<file path="src/rtl/drive_frame_streamer.sv">
// ============================================================================
//  Module      : drive_frame_streamer
//  Description : Streams one drive frame per START: reads DEPTH packed
//                phase/intensity words from BRAM and emits them expanded to
//                16 bits as a single gap-free burst.
//  Revision    : 1.0 - initial release
// ============================================================================
`default_nettype none

module drive_frame_streamer #(
  parameter int DEPTH      = 249,
  parameter int ADDR_W     = 14,
  parameter int RD_LATENCY = 2
) (
  input  logic              clk_i,
  input  logic              rst_i,
  input  logic              start_i,
  input  logic [ADDR_W-1:0] base_addr_i,
  input  logic              force_zero_i,
  output logic              bram_en_o,
  output logic [ADDR_W-1:0] bram_addr_o,
  input  logic [15:0]       bram_dout_i,
  output logic              dout_valid_o,
  output logic              dout_first_o,
  output logic [15:0]       intensity_out_o,
  output logic [15:0]       phase_out_o,
  output logic              busy_o,
  output logic              overrun_o,
  output logic              overrun_sticky_o
);

  localparam int                CNT_W  = (DEPTH > 1) ? $clog2(DEPTH) : 1;
  localparam logic [CNT_W-1:0]  LAST_K = CNT_W'(DEPTH - 1);

  localparam logic [1:0] S_IDLE  = 2'd0;
  localparam logic [1:0] S_FETCH = 2'd1;
  localparam logic [1:0] S_DRAIN = 2'd2;

  logic [1:0]        state_q, state_d;
  logic [CNT_W-1:0]  cnt_q, cnt_d;
  logic [ADDR_W-1:0] base_q, base_d;
  logic              fz_q, fz_d;

  logic              issue;
  logic              issue_first;
  logic              issue_last;
  logic              start_reject;
  logic              bram_vld;

  // Side-band tags travel alongside each read so the output stage knows
  // which BRAM word is valid, which is sample 0 and which closes the frame.
  logic [RD_LATENCY-1:0] vld_pipe_q;
  logic [RD_LATENCY-1:0] first_pipe_q;
  logic [RD_LATENCY-1:0] last_pipe_q;

  logic              dout_valid_q;
  logic              dout_first_q;
  logic              dout_last_q;
  logic [15:0]       intensity_q;
  logic [15:0]       phase_q;
  logic              overrun_q;
  logic              sticky_q;

  // -------------------------------------------------------------------------
  // FSM: state register
  // -------------------------------------------------------------------------
  always_ff @(posedge clk_i) begin
    if (rst_i) begin
      state_q <= S_IDLE;
      cnt_q   <= '0;
      base_q  <= '0;
      fz_q    <= 1'b0;
    end else begin
      state_q <= state_d;
      cnt_q   <= cnt_d;
      base_q  <= base_d;
      fz_q    <= fz_d;
    end
  end

  // -------------------------------------------------------------------------
  // FSM: next-state logic
  // -------------------------------------------------------------------------
  always_comb begin
    state_d = state_q;
    cnt_d   = cnt_q;
    base_d  = base_q;
    fz_d    = fz_q;
    case (state_q)
      S_IDLE: begin
        if (start_i) begin
          state_d = S_FETCH;
          cnt_d   = '0;
          base_d  = base_addr_i;
          fz_d    = force_zero_i;
        end
      end
      S_FETCH: begin
        if (cnt_q == LAST_K) begin
          state_d = S_DRAIN;
        end else begin
          cnt_d = cnt_q + 1'b1;
        end
      end
      S_DRAIN: begin
        if (dout_last_q) begin
          state_d = S_IDLE;
        end
      end
      default: begin
        state_d = S_IDLE;
      end
    endcase
  end

  // -------------------------------------------------------------------------
  // FSM: outputs
  // -------------------------------------------------------------------------
  always_comb begin
    bram_en_o   = 1'b0;
    bram_addr_o = '0;
    busy_o      = 1'b0;
    case (state_q)
      S_FETCH: begin
        bram_en_o   = 1'b1;
        bram_addr_o = base_q + ADDR_W'(cnt_q);
        busy_o      = 1'b1;
      end
      S_DRAIN: begin
        busy_o = 1'b1;
      end
      default: begin
        busy_o = 1'b0;
      end
    endcase
  end

  assign issue        = (state_q == S_FETCH);
  assign issue_first  = issue && (cnt_q == '0);
  assign issue_last   = issue && (cnt_q == LAST_K);
  assign start_reject = start_i && (state_q != S_IDLE);

  // -------------------------------------------------------------------------
  // Read-latency tag pipeline
  // -------------------------------------------------------------------------
  always_ff @(posedge clk_i) begin
    if (rst_i) begin
      vld_pipe_q   <= '0;
      first_pipe_q <= '0;
      last_pipe_q  <= '0;
    end else begin
      vld_pipe_q[0]   <= issue;
      first_pipe_q[0] <= issue_first;
      last_pipe_q[0]  <= issue_last;
      for (int i = 1; i < RD_LATENCY; i++) begin
        vld_pipe_q[i]   <= vld_pipe_q[i-1];
        first_pipe_q[i] <= first_pipe_q[i-1];
        last_pipe_q[i]  <= last_pipe_q[i-1];
      end
    end
  end

  assign bram_vld = vld_pipe_q[RD_LATENCY-1];

  // -------------------------------------------------------------------------
  // Output register: expansion and overrun reporting
  // -------------------------------------------------------------------------
  always_ff @(posedge clk_i) begin
    if (rst_i) begin
      dout_valid_q <= 1'b0;
      dout_first_q <= 1'b0;
      dout_last_q  <= 1'b0;
      intensity_q  <= '0;
      phase_q      <= '0;
      overrun_q    <= 1'b0;
      sticky_q     <= 1'b0;
    end else begin
      dout_valid_q <= bram_vld;
      dout_first_q <= first_pipe_q[RD_LATENCY-1];
      dout_last_q  <= last_pipe_q[RD_LATENCY-1];
      // Byte replication maps 0xFF to full scale 0xFFFF exactly.
      intensity_q  <= (bram_vld && !fz_q) ? {bram_dout_i[7:0], bram_dout_i[7:0]} : 16'h0000;
      phase_q      <= bram_vld ? {bram_dout_i[15:8], 8'h00} : 16'h0000;
      overrun_q    <= start_reject;
      sticky_q     <= sticky_q | start_reject;
    end
  end

  assign dout_valid_o     = dout_valid_q;
  assign dout_first_o     = dout_first_q;
  assign intensity_out_o  = intensity_q;
  assign phase_out_o      = phase_q;
  assign overrun_o        = overrun_q;
  assign overrun_sticky_o = sticky_q;

endmodule

`default_nettype wire

</file>
<file path="config.mk">
export PLATFORM = sky130hd
export DESIGN_NAME = drive_frame_streamer
export DESIGN_NICKNAME = d
export VERILOG_FILES = /design/src/rtl/drive_frame_streamer.sv
export SDC_FILE = /design/constraint.sdc
export NUM_CORES = 1
export LEC_CHECK = 0
export CAP_MARGIN = 20
export CORE_UTILIZATION = 65
export CTS_CLUSTER_DIAMETER = 200
export DETAILED_ROUTE_END_ITERATION = 7
export DONT_BUFFER_PORTS = 1
export PLACE_DENSITY = 0.8
export SETUP_SLACK_MARGIN = 0.05
export SLEW_MARGIN = 20
export SYNTH_ARGS = -nofsm -noshare
export SYNTH_HDL_FRONTEND = slang
export SYNTH_SLANG_ARGS = --single-unit
</file>
<file path="constraint.sdc">
create_clock -name clk_i -period 3.5 [get_ports clk_i]
set_clock_uncertainty 0.2 [all_clocks]
set_input_delay 0.525 -clock clk_i [delete_from_list [all_inputs] [get_ports clk_i]]
set_output_delay 0.525 -clock clk_i [all_outputs]
set_load 0.01 [all_outputs]
</file>
== Yosys cells after proc, flatten, opt, wreduce, memory -nomap -nowiden ==
Cells that the tools add are included.
Cells by class
  magnitude comparators: 0
  muxes and demuxes: 10
  bitwise operators: 3
  reductions and logical operators: 15
  shifts and indexed selects: 0
  multipliers: 0
  divide/modulo/power cells: 0
  eq/ne operators: 7
  add/sub/neg operators: 2
Operators with widths (number)
  two-way mux 8 bit: 2
  one-hot mux 8 bit (2 select lines): 1
  adder 14 x 8 -> 14 bit: 1
  two-way mux 14 bit: 1
  adder 8 x 1 -> 8 bit (second input constant): 1
  == test 8 bit (second input constant): 1
  logical NOT 8 bit: 1
  two-way mux 2 bit: 3
  inequality test 2 bit (second input constant): 3
  one-hot mux 2 bit (3 select lines): 1
  AND reduction 3 bit: 2
  OR reduction 2 bit: 3
  logical AND 1 bit: 4
  nonzero test 2 bit: 2
  == test 2 x 1 -> 1 bit (second input constant): 1
  == test 2 bit (second input constant): 1
  logical NOT 2 bit: 1
  two-way mux 1 bit: 2
  inequality test 2 x 1 -> 1 bit (second input constant): 1
  NOT 1 bit: 2
  AND reduction 2 bit: 1
  logical NOT 1 bit: 1
  bitwise OR 1 bit: 1
Word-level totals
  bits in writable memories: 0
  ROM bits: 0
  output and inout bits: 52
  word-level logic and storage cells: 52
  latch bits: 0
  flip-flop bits (word level): 68
  memories: 0

== Longest topological paths before layout ==
Gate-level depths: netlist of the first run.
  depth after elaboration: 4
  mapped depth: 8
  gate-level depth less buffers: 8

== Worst setup path after synthesis of the first run ==
OpenSTA, ideal clock, no wires.
  path type: register to output
  from: reg cnt_q[0]
  to: out bram_addr_o[12]
  data arrival time: 1.889 ns
  cell stages (with the launch flop): 9
  slack: 0.886 ns
  data required time: 2.775 ns
  path through: dfxtp_1 ha_1 inv_1 fa_1 nand2b_1 a21o_1 a21oi_1 nand3_1 mux2i_1
Between the ends
  longest elaborated chain between the ends: 2
Ends and longest elaborated chain
  start: declaration: RTL line 40  | logic [CNT_W-1:0] cnt_q, cnt_d;
  start signal: assignment: RTL line 75  | cnt_q <= cnt_d;
  adder 14 x 8 -> 14 bit: RTL line 126  | bram_addr_o = base_q + ADDR_W'(cnt_q);
  two-way mux 14 bit: RTL line 123  | case (state_q)
  end: declaration: RTL line 21  | output logic [ADDR_W-1:0] bram_addr_o,
No other way between the ends.

== Worst setup path in the final report of the first run ==
Same ends and word-level chain as after synthesis.

==> results.md, run 1 <==
* Status: complete, no violations
* Count of unique library cells instantiated by Yosys at between 40 and 50
* Via count at slightly below 2,000
* Cells after Synth at just under 300
* Die height at 64.4 um
* TritonCTS Buffers at 5
* Final period utilization at between 80% and 90%
* Share of cells above drive strength 1 at ~5.2%
* Clock latency on the worst-skew pair at 300 ps
* Maximum clock frequency at 321 MHz
* Final Slew Violations at 0
* DIE AREA at 0.00414 mm^2
* Mapped Avg Cell Area at between 8 and 9 um^2
* Post-synth ARST share at 0%
* Vias per inst at 5.75
* Avg WL per Cell at around 15 um
* Crit end category: primary output
* Placer congestion estimate at between 0.8 and 0.9
* Total Routing Usage GR at a little under a quarter
* Final nets at approximately 330
* CTS tree: built
* Internal power at roughly 1 mW
* Clock power share at about a third
* Register area share after synthesis at 41.2%
* Post-CTS Resized at 0
* DRT Pass-1 Iters at 4
* Post-synth EDFFs at 0
* CTS Buffer Depth at 2
* I/O pins at 86
* Final Hold Viols at 0
* Switching share of power at between 20% and 30%
* Max_slew headroom at 61.2%
* Area share of the largest cell type after synthesis at 41.2%
* Crit path time final at 3120 ps
* RSZ-0062 raised after global routing: no
* Placement Setup Slack at between 700 and 800 ps
* Synth top cells by count: 52 x dfxtp_1, 38 x nand2_1, 26 x a21oi_1, 24 x nor2_1, 19 x and2_1
* Mapped cell area at about 0.0025 mm^2
* # setup viols final at 0
* CP max-delay cell: dfxtp_1
* Initial core utilization at between 60% and 70%
* H-tree depth at 2
* Detail Route Antenna Nets at 0
* Cell with the most instances after synthesis: dfxtp_1
* Leakage power at 1.01 nW
* Setup TNS at 0 ps
* Placement Cell Area at 0.00246 mm^2
* Final worst slack at around 380 ps
* DPL Wire Length at roughly 3600 um
* I/O Buffers at 0
* Min-Delay Path Class: in -> reg
* DP Cell Count at about 330
* Vias in the first global route at roughly 1,700
* Initial antenna violation count at 0
* Fin util at a little over two thirds
* Peak supply drop at approximately 280 uV
* Max-cap violations at 0
* Crit path max fanout at 5
* Final Non-Filler Cells at between 300 and 400
* Hold-fix buffers, CTS at 0
* Kind of critical path: reg -> out
* Switch Pwr at around 0.35 mW
* DRC viols at 0
* Gate power share at between 15 and 20%
* Area growth from synthesis to layout at 2.28%
* Worst Path Arrival at roughly 2400 ps
* Clk sink count at 52
* Hold depth at 1
* Critical path, cell by cell: ha_1 > inv_1 > fa_1 > nand2b_1 > a21o_1 > a21oi_1 > nand3_1 > mux2i_1
* Most area-hungry cell type in the Yosys netlist: dfxtp_1
* Ys Warns at 0
* Area contributors post-synth: dfxtp_1 41%, ha_1 6.4%, nand2_1 5.6%
* Flops & latches, synth at 52
* Remaining Overflow, GRT at 0
* Core area at around 0.0037 mm^2
* Cell Pwr Density at between 500 and 600 mW/mm^2
* CP Launch Type: flip-flop
* Die W at ~64 um
* Initial DRC Count at 137
* Overall power at around 1.3 mW
* Peak per-stage delay on the critical path at 410 ps
* Sequential share of power at 49.1%
* Core Rows at 22
* Fin area at roughly 0.0026 mm^2
* WL final at a little under 5000 um
* Root buffer cell: clkbuf_8
* Worst-Margin Slew at just under 600 ps
* Antenna Diode Count at 0
* Setup Buffers After CTS at 0
* First-pass GRT wire length at ~7800 um
* Largest net degree at the start of global routing at 31
* Most used DFF post-synth: dfxtp_1
* WHS at roughly 87 ps
* WP data required at approximately 2800 ps
* R2r worst-path depth at 5
* Clock transition at path regs at 90 ps
## layout make-up
cell class / instances / area [um^2]
well taps: 48 / 60.1
fillers: 276 / 1100
inverters: 9 / 33.8
multi-input cells: 217 / 1320
repair buffers: 1 / 7.51
clock inverters: 2 / 60.1
flip-flops and latches: 52 / 1040
clock buffers: 5 / 68.8
## sequential cells by signal, indices dropped and copies added, names as in the netlist, 2 cells and up
register,flops
base_q,14
cnt_q,8
intensity_out_o,8
phase_out_o,8
first_pipe_q,2
last_pipe_q,2
state_q,2
vld_pipe_q,2
## cells by family (layout without fill, tap and decap cells)
kind of cell    count (synthesis)  after routing  share of synthesized area, %
mux                             3              3                          1.19
simple gates                  125            125                          24.7
fa+ha+maj                      14             14                          7.22
xor+xnor                       11             11                          3.81
flops                          52             52                          41.2
buf+inv                        36             17                          7.87
other cells                     1              8                         0.148
compound gates                 56             56                          13.9
## placed cells by master (no fill, tap or decap), types with 3 or more instances in the layout
cell type / instances
a211oi_2: 3
a21o_1: 3
a21oi_1: 26
a31oi_1: 3
and2_1: 19
clkbuf_8: 5
conb_1: 8
dfxtp_1: 52
ha_1: 13
inv_1: 9
mux2i_1: 3
nand2_1: 38
nand2b_1: 6
nand3_1: 8
nand3b_1: 3
nand4_1: 3
nor2_1: 24
nor2b_1: 10
nor4_1: 3
o21ai_0: 10
or3_1: 4
xnor2_1: 4
xor2_1: 7
## final timing paths
path / startpoint / end / slack (ps)
setup / recovery: cnt_q[0] / bram_addr_o[12] / 380
hold / removal: rst_i / base_q[11] / 90
setup reg to reg: state_q[0] / cnt_q[6] / 1280
hold reg to reg: first_pipe_q[0] / first_pipe_q[1] / 250
## layer usage
layer,track usage (%),vias up,routed length (um)
li1,-,949,-
met1,29.6,884,2080
met2,37.6,80,2280
met3,6.96,9,431
met4,11.9,0,80
met5,0,-,0
## critical path, delay by kind of cell (launching register included)
family                     cells  cell delay [ps]
adders and majority gates      2              630
muxes                          1              270
AOI/OAI and AO/OA              2              430
DFF                            1              410
and+or+nand+nor                2              300
buffers and inverters          1               70
## power groups by stage
stage	combinational (mW)	sequential, mW	clock [mW]
global placement	0.212	0.668	0
detailed placement	0.217	0.670	0
finish	0.218	0.657	0.464
floorplan	0.193	0.663	0
global route	0.246	0.662	0.497
CTS	0.219	0.657	0.469
Note: power is estimated with default switching activity, not from simulation.
==> inputs of run 2 (changes only) <==
--- a/config.mk
+++ b/config.mk
@@ -10,6 +10,7 @@
 export CTS_CLUSTER_DIAMETER = 200
 export DETAILED_ROUTE_END_ITERATION = 7
 export DONT_BUFFER_PORTS = 1
+export MAX_ROUTING_LAYER = met4
 export PLACE_DENSITY = 0.8
 export SETUP_SLACK_MARGIN = 0.05
 export SLEW_MARGIN = 20
==> results.md, run 2 (synthesis gave the netlist of run 1 again) <==
* R2r worst-path depth at 5 (unchanged)
* DIE AREA at 0.00414 mm^2 (unchanged)
* Fin util at 70.1% (unchanged)
* Status: complete, no violations
* DPL Wire Length at 3590 um (unchanged)
* Crit end category: primary output
* Hold_sp: rst_i
* WHS at 87.3 ps (+0.149 ps)
* Worst Path Arrival at 2390 ps (about the same)
* Detail Route Antenna Nets at 0 (unchanged)
* Peak per-stage delay on the critical path at 410 ps (about the same)
* Clock transition at path regs at 90 ps (about the same)
* Final Slew Violations at 0 (unchanged)
* Final nets at 334 (unchanged)
* Vias per inst at 5.80 (+0.73%)
* Hold-fix buffers, CTS at 0 (unchanged)
* Peak supply drop at 281 uV (+0.15%)
* Placer congestion estimate at 0.845 (+1.5%)
* Multi-input combinational cell area at 0.00132 mm^2 (unchanged)
* I/O pins at 86 (unchanged)
* WL final at 4880 um (unchanged)
* Reg-to-reg endpoint: cnt_q[6]
* Via count at 1,936 (+0.73%)
* Die W at 64.4 um (unchanged)
* Reg-to-reg startpoint: state_q[0]
* Clk sink count at 52 (unchanged)
* DRC viols at 0 (unchanged)
* Max_slew headroom at 60.5% (-0.72 points)
* Setup Buffers After CTS at 0 (unchanged)
* Fillers at 276 (unchanged)
* Most common cell after layout, fill and taps aside: dfxtp_1
* Cell Pwr Density at 518 mW/mm^2 (about the same)
* Max reg flops at 14 (unchanged)
* Setup TNS at 0 ps (unchanged)
* First-pass GRT wire length at 7770 um (about the same)
* Register area at 0.00104 mm^2 (unchanged)
* Core Rows at 22 (unchanged)
* Maximum clock frequency at 321 MHz (about the same)
* R2R setup slack at 1280 ps (about the same)
* Kind of critical path: reg -> out
* Remaining Overflow, GRT at 0 (unchanged)
* CTS tree: built
* Initial antenna violation count at 0 (unchanged)
* Initial DRC Count at 134 (-2.2%)
* Overall power at 1.34 mW (about the same)
* Final Hold Viols at 0 (unchanged)
* Core area at 0.00369 mm^2 (unchanged)
* Crit path time final at 3120 ps (-1.51 ps)
* DRT Pass-1 Iters at 4 (unchanged)
* Die height at 64.4 um (unchanged)
* TritonCTS Buffers at 5 (unchanged)
* Crit path max fanout at 5 (unchanged)
* WP data required at 2770 ps (about the same)
* RSZ-0062 raised after global routing: no
* Antenna Diode Count at 0 (unchanged)
* Share of cells above drive strength 1 at 5.24% (unchanged)
* Commonest non-fill, non-tap cells in the layout: 52 x dfxtp_1, 38 x nand2_1, 26 x a21oi_1, 24 x nor2_1, 19 x and2_1
* Leakage power at 1.01 nW (unchanged)
* H-tree depth at 2 (unchanged)
* Worst-Margin Slew at 591 ps (+10.8 ps)
* CP Launch Type: flip-flop
* Area growth from synthesis to layout at 2.28% (unchanged)
* # setup viols final at 0 (unchanged)
* I/O Buffers at 0 (unchanged)
* Max-cap violations at 0 (unchanged)
* Critical path, cell by cell: ha_1 > inv_1 > fa_1 > nand2b_1 > a21o_1 > a21oi_1 > nand3_1 > mux2i_1
* Worst setup path endpoint: bram_addr_o[12]
* Top reg by flops: base_q
* Total Routing Usage GR at 24.6% (+0.67 points)
* CP max-delay cell: dfxtp_1
* Critical Path Start: cnt_q[0]
* Min-Delay Path Class: in -> reg
* Post-CTS Resized at 0 (unchanged)
* Largest net degree at the start of global routing at 31 (unchanged)
* Clock latency on the worst-skew pair at 300 ps (about the same)
* Vias in the first global route at 1,724 (-0.12%)
* Initial core utilization at 68.6% (unchanged)
* Root buffer cell: clkbuf_8
* CTS Buffer Depth at 2 (unchanged)
* Final period utilization at 89.1% (about the same)
* Hold depth at 1 (unchanged)
* Avg WL per Cell at 14.6 um (unchanged)
[run 2: cell counts in the layout (fill, tap and decap cells not counted)]
No cell type changed its count.
[run 2: per-layer routing]
metal	vias to the layer above	GRT usage, %	routed length [um]
li1	948	-	-
met1	894	30.1	2080
met2	85	37.6	2300
met3	9	6.25	409
met4	0	11.9	82
met5	-	-	0
[run 2: through the flow]
step,setup slack [ps],area [um^2],std cells
2_1_floorplan,886,2550,305
3_3_place_gp,770,2460,327
3_5_place_dp,736,2460,327
4_1_cts,389,2590,334
5_1_grt,205,2590,334
6_report,383,2590,334
[run 2: critical path, delay by kind of cell, from the launching register on]
kind | cells | cell delay (ps)
flip-flops | 1 | 410
AO/OA/AOI/OAI | 2 | 430
buffers and inverters | 1 | 70
AND/OR/NAND/NOR | 2 | 300
multiplexers | 1 | 270
adder cells (fa/ha/maj) | 2 | 630
[run 2: layout make-up]
type                            instances  area share, %
Multi-Input combinational cell        217           50.8
Sequential cell                        52           40.3
Clock buffer                            5           2.66
Clock inverter                          2           2.32
Tap cell                               48           2.32
Inverter                                9           1.31
Timing Repair Buffer                    1          0.290
[run 2: power breakdown]
part	switching (mW)	internal [mW]	leakage [nW]
clock network	0.183	0.281	0.0642
logic	0.143	0.0747	0.518
registers	0.0290	0.628	0.422
total	0.355	0.984	1.01
[run 2: worst min path at each step]
stage | to | slack (ps)
final | base_q[11] | 90
after detailed placement | dout_last_q | 230
after global placement | first_pipe_q[1] | 220
after CTS | dout_last_q | 80
after global routing | base_q[9] | 70
after floorplan | dout_first_o | 210
